$ cat src/rtl/fetch_pkg.sv
// Shared types and constants for the instruction-fetch front end.
package fetch_pkg;

   typedef enum logic [1:0] {
      StIdle,
      StBusy,
      StDrop
   } fetch_state_e;

   localparam int unsigned INST_NOP = 0;
   localparam int unsigned PC_STEP  = 4;

endpackage

$ cat src/rtl/fetch_if.sv
// Redirect, instruction-memory and decode-side signals of the fetch unit.
interface fetch_if #(
   parameter int unsigned ADDR_W = 32,
   parameter int unsigned DATA_W = 32,
   parameter int unsigned DEPTH  = 4
);
   localparam int unsigned CNT_W = $clog2(DEPTH) + 1;

   logic              redir_exc;
   logic [ADDR_W-1:0] exc_addr;
   logic              redir_br;
   logic [ADDR_W-1:0] br_addr;
   logic              imem_req;
   logic [ADDR_W-1:0] imem_addr;
   logic              imem_ack;
   logic [DATA_W-1:0] imem_rdata;
   logic              id_valid;
   logic              id_ready;
   logic [DATA_W-1:0] id_inst;
   logic [ADDR_W-1:0] id_pc;
   logic [ADDR_W-1:0] id_pc_next;
   logic [CNT_W-1:0]  q_count;

   modport master (
      input  redir_exc, exc_addr, redir_br, br_addr, imem_ack, imem_rdata, id_ready,
      output imem_req, imem_addr, id_valid, id_inst, id_pc, id_pc_next, q_count
   );

   modport slave (
      output redir_exc, exc_addr, redir_br, br_addr, imem_ack, imem_rdata, id_ready,
      input  imem_req, imem_addr, id_valid, id_inst, id_pc, id_pc_next, q_count
   );

endinterface

$ cat src/rtl/fetch_fifo.sv
// Prefetch queue: synchronous FIFO, head read combinationally from storage.
// Flush empties the queue and suppresses a same-cycle push; a same-cycle pop still advances.
module fetch_fifo #(
   parameter int unsigned WIDTH = 64,
   parameter int unsigned DEPTH = 4
) (
   input  logic                     clk,
   input  logic                     rst,
   input  logic                     push,
   input  logic [WIDTH-1:0]         wdata,
   input  logic                     pop,
   input  logic                     flush,
   output logic [$clog2(DEPTH):0]   count,
   output logic [WIDTH-1:0]         head
);
   localparam int unsigned PTR_W = $clog2(DEPTH);
   localparam int unsigned CNT_W = PTR_W + 1;

   logic [WIDTH-1:0] mem_q [DEPTH];
   logic [PTR_W-1:0] rd_ptr_q, rd_ptr_d, wr_ptr_q, wr_ptr_d;
   logic [CNT_W-1:0] count_q, count_d;
   logic             do_push, do_pop;

   always_comb begin
      do_pop   = pop && (count_q != '0);
      do_push  = push && !flush;
      rd_ptr_d = rd_ptr_q + PTR_W'(do_pop);
      wr_ptr_d = wr_ptr_q + PTR_W'(do_push);
      count_d  = count_q + CNT_W'(do_push) - CNT_W'(do_pop);
      if (flush) begin
         // Empty queue: write pointer realigns with the post-pop read pointer.
         wr_ptr_d = rd_ptr_d;
         count_d  = '0;
      end
   end

   always_ff @(posedge clk or posedge rst) begin
      if (rst) begin
         rd_ptr_q <= '0;
         wr_ptr_q <= '0;
         count_q  <= '0;
      end else begin
         rd_ptr_q <= rd_ptr_d;
         wr_ptr_q <= wr_ptr_d;
         count_q  <= count_d;
      end
   end

   always_ff @(posedge clk) begin
      if (do_push) begin
         mem_q[wr_ptr_q] <= wdata;
      end
   end

   assign count = count_q;
   assign head  = mem_q[rd_ptr_q];

endmodule

$ cat src/rtl/fetch_unit.sv
// Instruction-fetch front end: PC generator, imem req/ack handshake and prefetch queue
// delivering {pc, instruction} pairs to decode; redirects flush the queue.
module fetch_unit
   import fetch_pkg::*;
#(
   parameter int unsigned       ADDR_W   = 32,
   parameter int unsigned       DATA_W   = 32,
   parameter int unsigned       DEPTH    = 4,
   parameter logic [ADDR_W-1:0] RESET_PC = '0
) (
   input logic     clk,
   input logic     rst,
   fetch_if.master bus
);
   localparam int unsigned       CNT_W    = $clog2(DEPTH) + 1;
   localparam logic [CNT_W-1:0]  FULL_CNT = CNT_W'(DEPTH);
   localparam logic [ADDR_W-1:0] STEP     = ADDR_W'(PC_STEP);

   fetch_state_e             state_q, state_d;
   logic [ADDR_W-1:0]        fetch_pc_q, fetch_pc_d;
   logic [ADDR_W-1:0]        req_addr_q, req_addr_d;
   logic                     redir;
   logic [ADDR_W-1:0]        tgt;
   logic                     push, pop, head_valid;
   logic [CNT_W-1:0]         count, cnt_push;
   logic [ADDR_W+DATA_W-1:0] head;
   logic [ADDR_W-1:0]        id_pc;

   assign redir      = bus.redir_exc || bus.redir_br;
   assign tgt        = bus.redir_exc ? bus.exc_addr : bus.br_addr;
   assign head_valid = (count != '0);
   assign pop        = head_valid && bus.id_ready;
   // Occupancy after an edge that pushes.
   assign cnt_push   = count + CNT_W'(1) - CNT_W'(pop);

   always_comb begin
      state_d    = state_q;
      fetch_pc_d = fetch_pc_q;
      req_addr_d = req_addr_q;
      push       = 1'b0;
      unique case (state_q)
         StIdle: begin
            if (redir) begin
               fetch_pc_d = tgt;
            end else if (count < FULL_CNT) begin
               state_d    = StBusy;
               req_addr_d = fetch_pc_q;
            end
         end
         StBusy: begin
            if (redir) begin
               fetch_pc_d = tgt;
               state_d    = bus.imem_ack ? StIdle : StDrop;
            end else if (bus.imem_ack) begin
               push       = 1'b1;
               fetch_pc_d = req_addr_q + STEP;
               if (cnt_push < FULL_CNT) begin
                  req_addr_d = req_addr_q + STEP;
               end else begin
                  state_d = StIdle;
               end
            end
         end
         StDrop: begin
            if (redir) begin
               fetch_pc_d = tgt;
            end
            if (bus.imem_ack) begin
               state_d = StIdle;
            end
         end
         default: state_d = StIdle;
      endcase
   end

   always_ff @(posedge clk or posedge rst) begin
      if (rst) begin
         state_q    <= StIdle;
         fetch_pc_q <= RESET_PC;
         req_addr_q <= RESET_PC;
      end else begin
         state_q    <= state_d;
         fetch_pc_q <= fetch_pc_d;
         req_addr_q <= req_addr_d;
      end
   end

   fetch_fifo #(
      .WIDTH (ADDR_W + DATA_W),
      .DEPTH (DEPTH)
   ) u_fifo (
      .clk   (clk),
      .rst   (rst),
      .push  (push),
      .wdata ({req_addr_q, bus.imem_rdata}),
      .pop   (pop),
      .flush (redir),
      .count (count),
      .head  (head)
   );

   assign id_pc          = head_valid ? head[ADDR_W+DATA_W-1 -: ADDR_W] : '0;
   assign bus.imem_req   = (state_q != StIdle);
   assign bus.imem_addr  = req_addr_q;
   assign bus.id_valid   = head_valid;
   assign bus.id_pc      = id_pc;
   assign bus.id_pc_next = id_pc + STEP;
   assign bus.id_inst    = head_valid ? head[DATA_W-1:0] : DATA_W'(INST_NOP);
   assign bus.q_count    = count;

endmodule
$ cat src/flat_wrapper.sv
// flat-port wrapper written by rule: the top's interface ports become plain ports
module fetch_unit_flat import fetch_pkg::*;
#(
   parameter int unsigned       ADDR_W   = 32,
   parameter int unsigned       DATA_W   = 32,
   parameter int unsigned       DEPTH    = 4,
   parameter logic [ADDR_W-1:0] RESET_PC = '0
)
  (clk, rst, bus_redir_exc, bus_exc_addr, bus_redir_br, bus_br_addr, bus_imem_ack, bus_imem_rdata, bus_id_ready, bus_imem_req, bus_imem_addr, bus_id_valid, bus_id_inst, bus_id_pc, bus_id_pc_next, bus_q_count);
  fetch_if #(.ADDR_W(ADDR_W), .DATA_W(DATA_W), .DEPTH(DEPTH)) bus_i ();
  input logic clk;
  input logic rst;
  input wire logic [$bits(bus_i.redir_exc)-1:0] bus_redir_exc;
  input wire logic [$bits(bus_i.exc_addr)-1:0] bus_exc_addr;
  input wire logic [$bits(bus_i.redir_br)-1:0] bus_redir_br;
  input wire logic [$bits(bus_i.br_addr)-1:0] bus_br_addr;
  input wire logic [$bits(bus_i.imem_ack)-1:0] bus_imem_ack;
  input wire logic [$bits(bus_i.imem_rdata)-1:0] bus_imem_rdata;
  input wire logic [$bits(bus_i.id_ready)-1:0] bus_id_ready;
  output wire logic [$bits(bus_i.imem_req)-1:0] bus_imem_req;
  output wire logic [$bits(bus_i.imem_addr)-1:0] bus_imem_addr;
  output wire logic [$bits(bus_i.id_valid)-1:0] bus_id_valid;
  output wire logic [$bits(bus_i.id_inst)-1:0] bus_id_inst;
  output wire logic [$bits(bus_i.id_pc)-1:0] bus_id_pc;
  output wire logic [$bits(bus_i.id_pc_next)-1:0] bus_id_pc_next;
  output wire logic [$bits(bus_i.q_count)-1:0] bus_q_count;
  assign bus_i.redir_exc = bus_redir_exc;
  assign bus_i.exc_addr = bus_exc_addr;
  assign bus_i.redir_br = bus_redir_br;
  assign bus_i.br_addr = bus_br_addr;
  assign bus_i.imem_ack = bus_imem_ack;
  assign bus_i.imem_rdata = bus_imem_rdata;
  assign bus_i.id_ready = bus_id_ready;
  assign bus_imem_req = bus_i.imem_req;
  assign bus_imem_addr = bus_i.imem_addr;
  assign bus_id_valid = bus_i.id_valid;
  assign bus_id_inst = bus_i.id_inst;
  assign bus_id_pc = bus_i.id_pc;
  assign bus_id_pc_next = bus_i.id_pc_next;
  assign bus_q_count = bus_i.q_count;
  fetch_unit #(.ADDR_W(ADDR_W), .DATA_W(DATA_W), .DEPTH(DEPTH), .RESET_PC(RESET_PC)) u_core (.clk(clk), .rst(rst), .bus(bus_i));
endmodule
$ cat config.mk
export PLATFORM = sky130hd
export DESIGN_NAME = fetch_unit_flat
export DESIGN_NICKNAME = d
export VERILOG_FILES = /design/src/rtl/fetch_pkg.sv /design/src/rtl/fetch_if.sv /design/src/rtl/fetch_fifo.sv /design/src/rtl/fetch_unit.sv /design/src/flat_wrapper.sv
export SDC_FILE = /design/constraint.sdc
export NUM_CORES = 1
export LEC_CHECK = 0
export ABC_CLOCK_PERIOD_IN_PS = 6200
export CORE_MARGIN = 2
export CORE_UTILIZATION = 42
export CTS_BUF_LIST = sky130_fd_sc_hd__clkbuf_4
export CTS_CLUSTER_SIZE = 12
export DETAILED_ROUTE_END_ITERATION = 6
export PLACE_DENSITY = 0.73
export SLEW_MARGIN = 5
export SYNTH_ARGS = -nofsm -noshare
export SYNTH_HDL_FRONTEND = slang
export SYNTH_SLANG_ARGS = --single-unit
$ cat constraint.sdc
create_clock -name clk -period 6.2 [get_ports clk]
set_input_delay 1.86 -clock clk [delete_from_list [all_inputs] [get_ports clk]]
set_output_delay 1.86 -clock clk [all_outputs]
set_load 0.01 [all_outputs]
# After elaboration in Yosys (flattened, before gate mapping)

Memories as Yosys holds them, arrays and structs flattened.
Index checks and enable logic that the tools add are counted.
Widths: inputs -> output; s select.

Memories: 1
Bits in writable memories: 256
Register bits: 73
Output and inout port bits: 133
Logic and storage cells: 70

Memories:

| memory              | depth | bits a word | read ports | clocked after memory_dff | write ports | RTL line         | RTL |
|---|---|---|---|---|---|---|---|
| u_core.u_fifo.mem_q | 4     | 64          | 1          | 0                        | 1           | fetch_fifo.sv:19 | `logic [WIDTH-1:0] mem_q [DEPTH];` |

Equal/unequal tests: 11
Reduce and logical (&&, ||, !) cells: 14
Mux-type cells: 28
$add $sub $neg: 8
Order comparisons: 2

Operators by type and width:

| operator              | number |
|---|---|
| $mux 32               | 11 |
| $pmux 32 s2           | 2 |
| $add 32x3->32 const B | 2 |
| $mux 2                | 8 |
| $ne 2x2->1 const B    | 4 |
| $lt 3x3->1 const B    | 2 |
| $ne 2x1->1 const B    | 3 |
| $ne 3x3->1 const B    | 2 |
| $pmux 2 s3            | 1 |
| $reduce_and 6->1      | 1 |
| $reduce_bool 2->1     | 3 |
| $sub 3x1->3           | 2 |
| $mux 1                | 5 |
| $reduce_and 5->1      | 1 |
| $add 2x1->2           | 2 |
| $add 3x1->3           | 1 |
| $add 3x1->3 const B   | 1 |
| $logic_and 1x1->1     | 3 |
| $mux 3                | 1 |
| $reduce_and 3->1      | 1 |
| $reduce_bool 3->1     | 1 |
| $eq 2x1->1 const B    | 1 |
| $eq 2x2->1 const B    | 1 |
| $logic_not 2->1       | 1 |
| 3 further kinds       | 3 |

# Longest topological paths before layout

Gate-level depths: netlist of run 1.

Depth in word-level cells: 8
Gate-level depth with buffers: 14
Mapped depth without buffers: 11

# By module

From an unflattened synthesis of run 1, not the netlist that was laid out.

Cell total of the unflattened synthesis: 1,028
Area, all modules: 14,979.4 µm²

By module, submodules not included:

| module     | sequential area each (µm²) | times used | area an instance (µm²) | cells an instance |
|---|---|---|---|---|
| fetch_fifo | 7,862.5                    | 1          | 9,635.5                | 367 |
| fetch_unit | 1,651.6                    | 1          | 5,343.9                | 661 |

# Least setup slack after synthesis of run 1

OpenSTA, ideal clock, no wires.

Path kind: input to register
Start point: in bus_redir_br
End point: mem u_core.u_fifo.mem_q[1][0], enable pin
Stages on the path: 5
Buffers on the path: 1
Setup time: 578 ps
Arrival time: 7,429 ps
Path slack: -1,807 ps
Cell sequence: nor2_1 > nand2_1 > or2_2 > clkbuf_1 > nor3b_1

Longest elaborated chain between the ends: 6

RTL lines:

| element                        | RTL line           | RTL |
|---|---|---|
| start, declared                | flat_wrapper.sv:15 | `input wire logic [$bits(bus_i.redir_br)-1:0] bus_redir_br;` |
| $logic_or 1x1->1 *             | fetch_unit.sv:29   | `assign redir = bus.redir_exc \|\| bus.redir_br;` |
| $mux 1                         | fetch_unit.sv:51   | `if (redir) begin` |
| $mux 1                         | fetch_unit.sv:41   | `unique case (state_q)` |
| $logic_and 1x1->1 *            | fetch_fifo.sv:26   | `do_push = push && !flush;` |
| $mux 1 *                       | fetch_fifo.sv:50   | `if (do_push) begin` |
| $mux 1 (implied by the code) * | fetch_fifo.sv:51   | `mem_q[wr_ptr_q] <= wdata;` |
| end, declared                  | fetch_fifo.sv:19   |  |

Mark *: on every way between the ends. The rest lies on a longest branch, timed or not.

# Worst setup path in the final report of run 1

Start point: reg u_core.u_fifo.rd_ptr_q[1]
End point: out bus_id_pc_next[22]

Longest elaborated chain between the ends: 3

RTL lines:

| element                | RTL line           | RTL |
|---|---|---|
| start, declared        | fetch_fifo.sv:20   | `logic [PTR_W-1:0] rd_ptr_q, rd_ptr_d, wr_ptr_q, wr_ptr_d;` |
| start signal, assigned | fetch_fifo.sv:43   | `rd_ptr_q <= rd_ptr_d;` |
| $mem_v2 4x64           | n/a                |  |
| $mux 32                | fetch_unit.sv:102  | `assign id_pc = head_valid ? head[ADDR_W+DATA_W-1 -: ADDR_W] : '0;` |
| $add 32x3->32          | fetch_unit.sv:107  | `assign bus.id_pc_next = id_pc + STEP;` |
| end, declared          | flat_wrapper.sv:25 | `output wire logic [$bits(bus_i.id_pc_next)-1:0] bus_id_pc_next;` |

Every way passes these cells.

==> reports/qor.txt, run 1 <==
vias in the first global route = 9734
drt drc = 0
largest net degree at the start of global routing = 65
# setup viols final = 0
initial antenna violation count = 1
Post-Synthesis Cells = 1044
Die Span Y = 193 um
CP arrival = 4.06 ns
grt ovf = 0
ranking of synthesized cells by area = edfxtp_1, dfrtp_1, mux4_2
Max Buffers Root-to-Sink = 3
CTS sink cnt = 329
wire length of the first global-routing pass = 55.0 mm
aggregate global-route resource usage = 0.195
CTS Hold Bufs = 0
peak supply drop = 0.150 mV
critical-path cell list = buf_4 > mux4_1 > nand4_1 > or4_4 > nor3_2 > and3_1 > xor2_1 > clkdlybuf4s50_1
Slowest Stage Delay on Critical Path = 0.66 ns
CP startpoint kind = register
Synthesis Warnings = 0
mapped cell area = 0.0150 mm^2
sequential-to-total area share from yosys stat = 0.636
P per Cell Area = 321 mW/mm^2
area of the multi-input gates = 0.00508 mm^2
Antenna Nets Post-Route = 0
die area = 0.0371 mm^2
Initial DRT Pass Iterations = 6
Routed WL = 35.8 mm
Clock Latency Late Sink = 0.73 ns
delay-heaviest family, CP = simple AND/OR/NAND/NOR gates
Placement Rows = 69
flop-to-flop setup slack = 3.47 ns
fin crit period = 5.92 ns
# fillers = 2901
fin crit share = 0.954
outcome = complete, no violations
Final Max Tran Viols = 0
fraction of layout cells with a size suffix above 1 = 0.170
setup ws final = 0.284 ns
Port Buffer Count = 234
TritonCTS clock tree = yes
Cell variety after synth = 57
FMAX = 0.169 GHz
hold crit path type = register to register
final clock skew = 0.0579 ns
Core Region = 0.0353 mm^2
asr flop ratio synth = 0.222
Synth top area share = 0.514
clock slew at reported path FFs = 0.06 ns
RSZ-0062 raised after global routing = no
total of max-cap violations = 0
Synth Register Bits = 329
initial DRC count = 657
DR WL/cell = 19.4 um
Max-slew headroom = 0.156
count leader, synth = edfxtp_1
leakage power = 6.78 nW
detailed placer's ending HPWL = 23.9 mm
CP required = 4.34 ns
via count = 9869
Starting Density = 0.424
routed vias/inst = 5.33
average size of a mapped cell = 14.3 um^2
# IOs = 235
Primary FF master, synth = edfxtp_1
Power, Total = 0.00607 W
worst slew pin tran = 1.27 ns
Synth Net Count = 1153
Nets = 1431
PostCTS Resize Cnt = 0
TritonCTS Buffers = 86
CP Buf/Inv Count = 2
Critical Path Sink Type = primary output
Die X = 193 um
setup slack after placement = 1.06 ns
Post-synth top cells = edfxtp_1, nand2_1, dfrtp_1
hold slack = 0.472 ns
postcts setup bufs = 0
Area Growth Syn to Fin = 26.6%
Worst path slowest cell = dfrtp_2
Root Buffer = clkbuf_4
post-synth top area cell = edfxtp_1
Register Area = 0.00952 mm^2
Placer Congestion = 0.821
Post-synth EDFFs = 256
CP Class = register to primary output
number of H-tree levels = 3
CP max FO = 20
setup TNS = 0 ns
endpoints failing hold = 0
==> layer usage <==
metal / vias up / global-route usage / part of all wire
met5: - / 0 / 0
met4: 0 / 0.0643 / 0.015
met3: 44 / 0.0509 / 0.087
met2: 414 / 0.299 / 0.46
met1: 4872 / 0.271 / 0.44
li1: 4539 / - / -
==> logic make-up (layout without fill, tap and decap cells) <==
| logic type | Yosys count | after routing | synth area share |
|---|---|---|---|
| DFF | 329 | 329 | 0.636 |
| and+or+nand+nor | 311 | 311 | 0.106 |
| AOI/OAI and AO/OA | 146 | 146 | 0.0555 |
| muxes | 108 | 108 | 0.133 |
| buffers and inverters | 83 | 429 | 0.0276 |
| xor gates and xnor gates | 60 | 60 | 0.0351 |
| adders and majority gates | 7 | 7 | 0.00636 |
| other | 0 | 1 | 0 |
==> cells in the final DEF, fill, tap and decap left out, types with 25 or more instances in the layout <==
master / count
mux4_2: 47
nand2_1: 111
and2_1: 57
mux2i_1: 36
nor2_1: 55
clkbuf_4: 116
edfxtp_1: 256
o21ai_0: 48
a21oi_1: 60
clkinv_1: 25
dfrtp_1: 71
xnor2_1: 39
clkdlybuf4s50_1: 233
==> final cells by class <==
class                   count  share of cell area
well taps                 461              0.0305
flip-flops and latches    329               0.503
diodes                      1            0.000132
repair buffers            257               0.135
inverters                  16             0.00317
clock inverters            40              0.0139
clock buffers             116              0.0460
multi-input cells         632               0.268
==> power by group <==
group	leakage, nW	switching, W	internal, W	total, W
clock network	0.664	0.000882	0.00101	0.00189
registers	3.18	0.000265	0.00257	0.00283
logic	2.93	0.000624	0.000725	0.00135
total	6.78	0.00177	0.00430	0.00607
==> final timing paths <==
| path | startpoint | to | cells past startpoint |
|---|---|---|---|
| worst max-delay path | u_core.u_fifo.rd_ptr_q[1] | bus_id_pc_next[22] | 8 |
| worst min-delay path | u_core.fetch_pc_q[23] | u_core.fetch_pc_q[23] | 2 |
| worst max register to register | u_core.bus.imem_addr[3] | u_core.fetch_pc_q[28] | 7 |
| worst min register to register | u_core.fetch_pc_q[23] | u_core.fetch_pc_q[23] | 2 |
| max in group asynchronous | rst | u_core.u_fifo.rd_ptr_q[0] | 3 |
| min in group asynchronous | rst | u_core.bus.imem_addr[23] | 2 |
==> sequential cells by signal (all words and copies together), names as in the netlist <==
name                    flops
u_core.u_fifo.rd_ptr_q      2
u_core.u_fifo.wr_ptr_q      2
u_core.fetch_pc_q          32
u_core.u_fifo.mem_q       256
u_core.u_fifo.count         3
u_core.bus.imem_addr       32
u_core.state_q              2
==> tightest hold or removal path: cells and delay by family (launching register included) <==
kind / cells / cell delay [ns]
flip-flops: 1 / 0.34
AND/OR/NAND/NOR: 2 / 0.10
==> through the flow <==
step | std cells | area [um^2] | utilization
after floorplan | 1044 | 15000 | -
after global placement | 1695 | 17800 | 0.504
after detailed placement | 1695 | 17800 | 0.504
after CTS | 1851 | 18900 | 0.536
after global routing | 1852 | 18900 | 0.536
final | 1852 | 18900 | 0.536
Note: power is estimated with default switching activity, not from simulation.
==> run 2: changes to the inputs <==
--- a/config.mk
+++ b/config.mk
@@ -7,11 +7,11 @@
 export LEC_CHECK = 0
 export ABC_CLOCK_PERIOD_IN_PS = 6200
 export CORE_MARGIN = 2
-export CORE_UTILIZATION = 42
+export CORE_UTILIZATION = 50
 export CTS_BUF_LIST = sky130_fd_sc_hd__clkbuf_4
 export CTS_CLUSTER_SIZE = 12
 export DETAILED_ROUTE_END_ITERATION = 6
-export PLACE_DENSITY = 0.73
+export PLACE_DENSITY = 0.84
 export SLEW_MARGIN = 5
 export SYNTH_ARGS = -nofsm -noshare
 export SYNTH_HDL_FRONTEND = slang
==> reports/qor.txt, run 2 (same netlist as run 1, synthesis figures left out) <==
Routed WL = 34.7 mm (-3.3%)
TritonCTS clock tree = yes
most frequent cells in the layout = edfxtp_1, clkdlybuf4s50_1, clkbuf_4
fraction of layout cells with a size suffix above 1 = 0.173 (+0.00280)
CTS sink cnt = 329 (unchanged)
critical-path cell list = mux4_1 > nand2_1 > inv_1 > ha_1 > nand2_1 > o22ai_4 > nand4b_4 > nor4_4 > nand4_1 > xnor2_1 > clkdlybuf4s50_1
via count = 9982 (+1.1%)
grt ovf = 0 (unchanged)
detailed placer's ending HPWL = 23.0 mm (-3.8%)
Worst path slowest cell = dfrtp_4
commonest non-fill, non-tap cell in the layout = edfxtp_1
fin crit share = 0.938 (-0.0156)
max reg flops = 256 (unchanged)
Starting Density = 0.506 (+0.0824)
Nets = 1426 (-0.35%)
clock slew at reported path FFs = 0.06 ns (about the same)
drt drc = 0 (unchanged)
Final Max Tran Viols = 0 (unchanged)
total of max-cap violations = 0 (unchanged)
endpoints failing hold = 0 (unchanged)
CTS Hold Bufs = 0 (unchanged)
Antenna Nets Post-Route = 0 (unchanged)
Final Core Density = 0.635 (+0.0992)
aggregate global-route resource usage = 0.225 (+0.0299)
CP required = 4.34 ns (about the same)
CP Class = register to primary output
wire length of the first global-routing pass = 54.2 mm (-1.5%)
Placer Congestion = 0.860 (+4.7%)
worst r2r path cells = 11 (+4)
number of H-tree levels = 3 (unchanged)
outcome = complete, no violations
CP arrival = 3.96 ns (-0.10 ns)
Core Region = 0.0296 mm^2 (-16%)
hold slack = 0.485 ns (+0.0133 ns)
Port Buffer Count = 234 (unchanged)
Die Span Y = 177 um (-8.2%)
RSZ-0062 raised after global routing = no
TritonCTS Buffers = 82 (-4.7%)
M1 WL = 14.9 mm (-5.3%)
leakage power = 6.73 nW (-0.69%)
fin crit period = 5.82 ns (-0.0969 ns)
vias in the first global route = 9873 (+1.4%)
delay-heaviest family, CP = simple AND/OR/NAND/NOR gates
P per Cell Area = 318 mW/mm^2 (-1.0%)
Clock Latency Late Sink = 0.72 ns (about the same)
Initial DRT Pass Iterations = 5 (-1)
CP startpoint kind = register
final clock skew = 0.0394 ns (-0.0184 ns)
CP Buf/Inv Count = 2 (unchanged)
die area = 0.0313 mm^2 (-16%)
Max Buffers Root-to-Sink = 3 (unchanged)
Placement Rows = 63 (-8.7%)
routed wl met2 = 16.4 mm (-0.31%)
initial antenna violation count = 1 (unchanged)
Critical Path Sink Type = primary output
cell count along the critical path = 11 (+3)
# setup viols final = 0 (unchanged)
Slowest Stage Delay on Critical Path = 0.61 ns (-0.05 ns)
initial DRC count = 1080 (+64%)
Top Layer Used = met4
# IOs = 235 (unchanged)
largest net degree at the start of global routing = 65 (unchanged)
peak supply drop = 0.124 mV (-17%)
CP max FO = 13 (-35%)
Area Growth Syn to Fin = 25.6%
routed vias/inst = 5.64 (+5.8%)
hold crit path type = register to register
Max-slew headroom = 0.152 (-0.00375)
FMAX = 0.172 GHz (+1.7%)
worst slew pin tran = 1.27 ns (+0.00262 ns)
setup TNS = 0 ns (unchanged)
Die X = 177 um (-8.2%)
Most flops, register = u_core.u_fifo.mem_q
Hold Path Depth = 2 (unchanged)
Root Buffer = clkbuf_4
DR WL/cell = 19.6 um (+1.2%)
cell mode on critical path = nand2_1
wire length on met3 = 2.89 mm (-6.8%)
[run 2: timing repair]
action | in CTS | in global routing
gates resized for setup | 0 | 1
endpoints found under the setup margin | 0 | 2
buffers inserted | 0 | 1
[run 2: cell type report]
type,count,area (um^2)
diodes,1,2.50
clock buffers,125,938
clock inverters,21,110
fillers,2164,10800
inverters,16,60.1
multi-input cells,632,5080
flip-flops and latches,329,9520
well taps,390,488
repair buffers,256,2580
[run 2: worst reg2reg max path: stages (launching register included)]
cell     delay [ns]
dfrtp_1        0.47
nand2_1        0.14
a22o_2         0.25
or2_2          0.40
ha_1           0.33
inv_1          0.06
ha_1           0.13
inv_1          0.04
fa_1           0.38
xor2_1         0.18
xnor2_1        0.14
nor3_1         0.06
[run 2: path summary, 6_finish.rpt]
check                      slack [ns]                         to                      start
setup / recovery                 0.38         bus_id_pc_next[28]  u_core.u_fifo.rd_ptr_q[0]
hold / removal                   0.49      u_core.fetch_pc_q[12]      u_core.fetch_pc_q[12]
setup reg to reg                 3.49     u_core.u_fifo.count[2]          u_core.state_q[0]
hold reg to reg                  0.49      u_core.fetch_pc_q[12]      u_core.fetch_pc_q[12]
max in group asynchronous        3.91  u_core.u_fifo.rd_ptr_q[0]                        rst
min in group asynchronous        1.45   u_core.bus.imem_addr[19]                        rst
[run 2: report_power, final]
group | internal, W | total (W) | switching, W
combinational | 0.000744 | 0.00134 | 0.000593
clock | 0.000925 | 0.00177 | 0.000844
sequential | 0.00257 | 0.00286 | 0.000292
[run 2: routing by layer]
metal,global-route usage,up-vias
li1,-,4540
met1,0.320,4905
met2,0.349,501
met3,0.0488,36
met4,0.0699,0
met5,0,-
[run 2: through the flow]
step                      setup WS, ns  power (W)  cell area, um^2  cells
after global routing             0.132    0.00627            18800   1770
after detailed placement         0.892    0.00422            17700   1622
after global placement            1.02    0.00418            17700   1622
after CTS                        0.151    0.00599            18800   1768
after floorplan                  0.161    0.00373            15000   1044
final                            0.381    0.00597            18800   1770
==> run 3: changes to the inputs <==
--- a/config.mk
+++ b/config.mk
@@ -11,7 +11,9 @@
 export CTS_BUF_LIST = sky130_fd_sc_hd__clkbuf_4
 export CTS_CLUSTER_SIZE = 12
 export DETAILED_ROUTE_END_ITERATION = 6
+export GPL_TIMING_DRIVEN = 1
 export PLACE_DENSITY = 0.84
+export SKIP_CTS_REPAIR_TIMING = 1
 export SLEW_MARGIN = 5
 export SYNTH_ARGS = -nofsm -noshare
 export SYNTH_HDL_FRONTEND = slang
==> results of run 3 <==
Same layout as run 2: the final DEF is identical, and so are final timing and power.
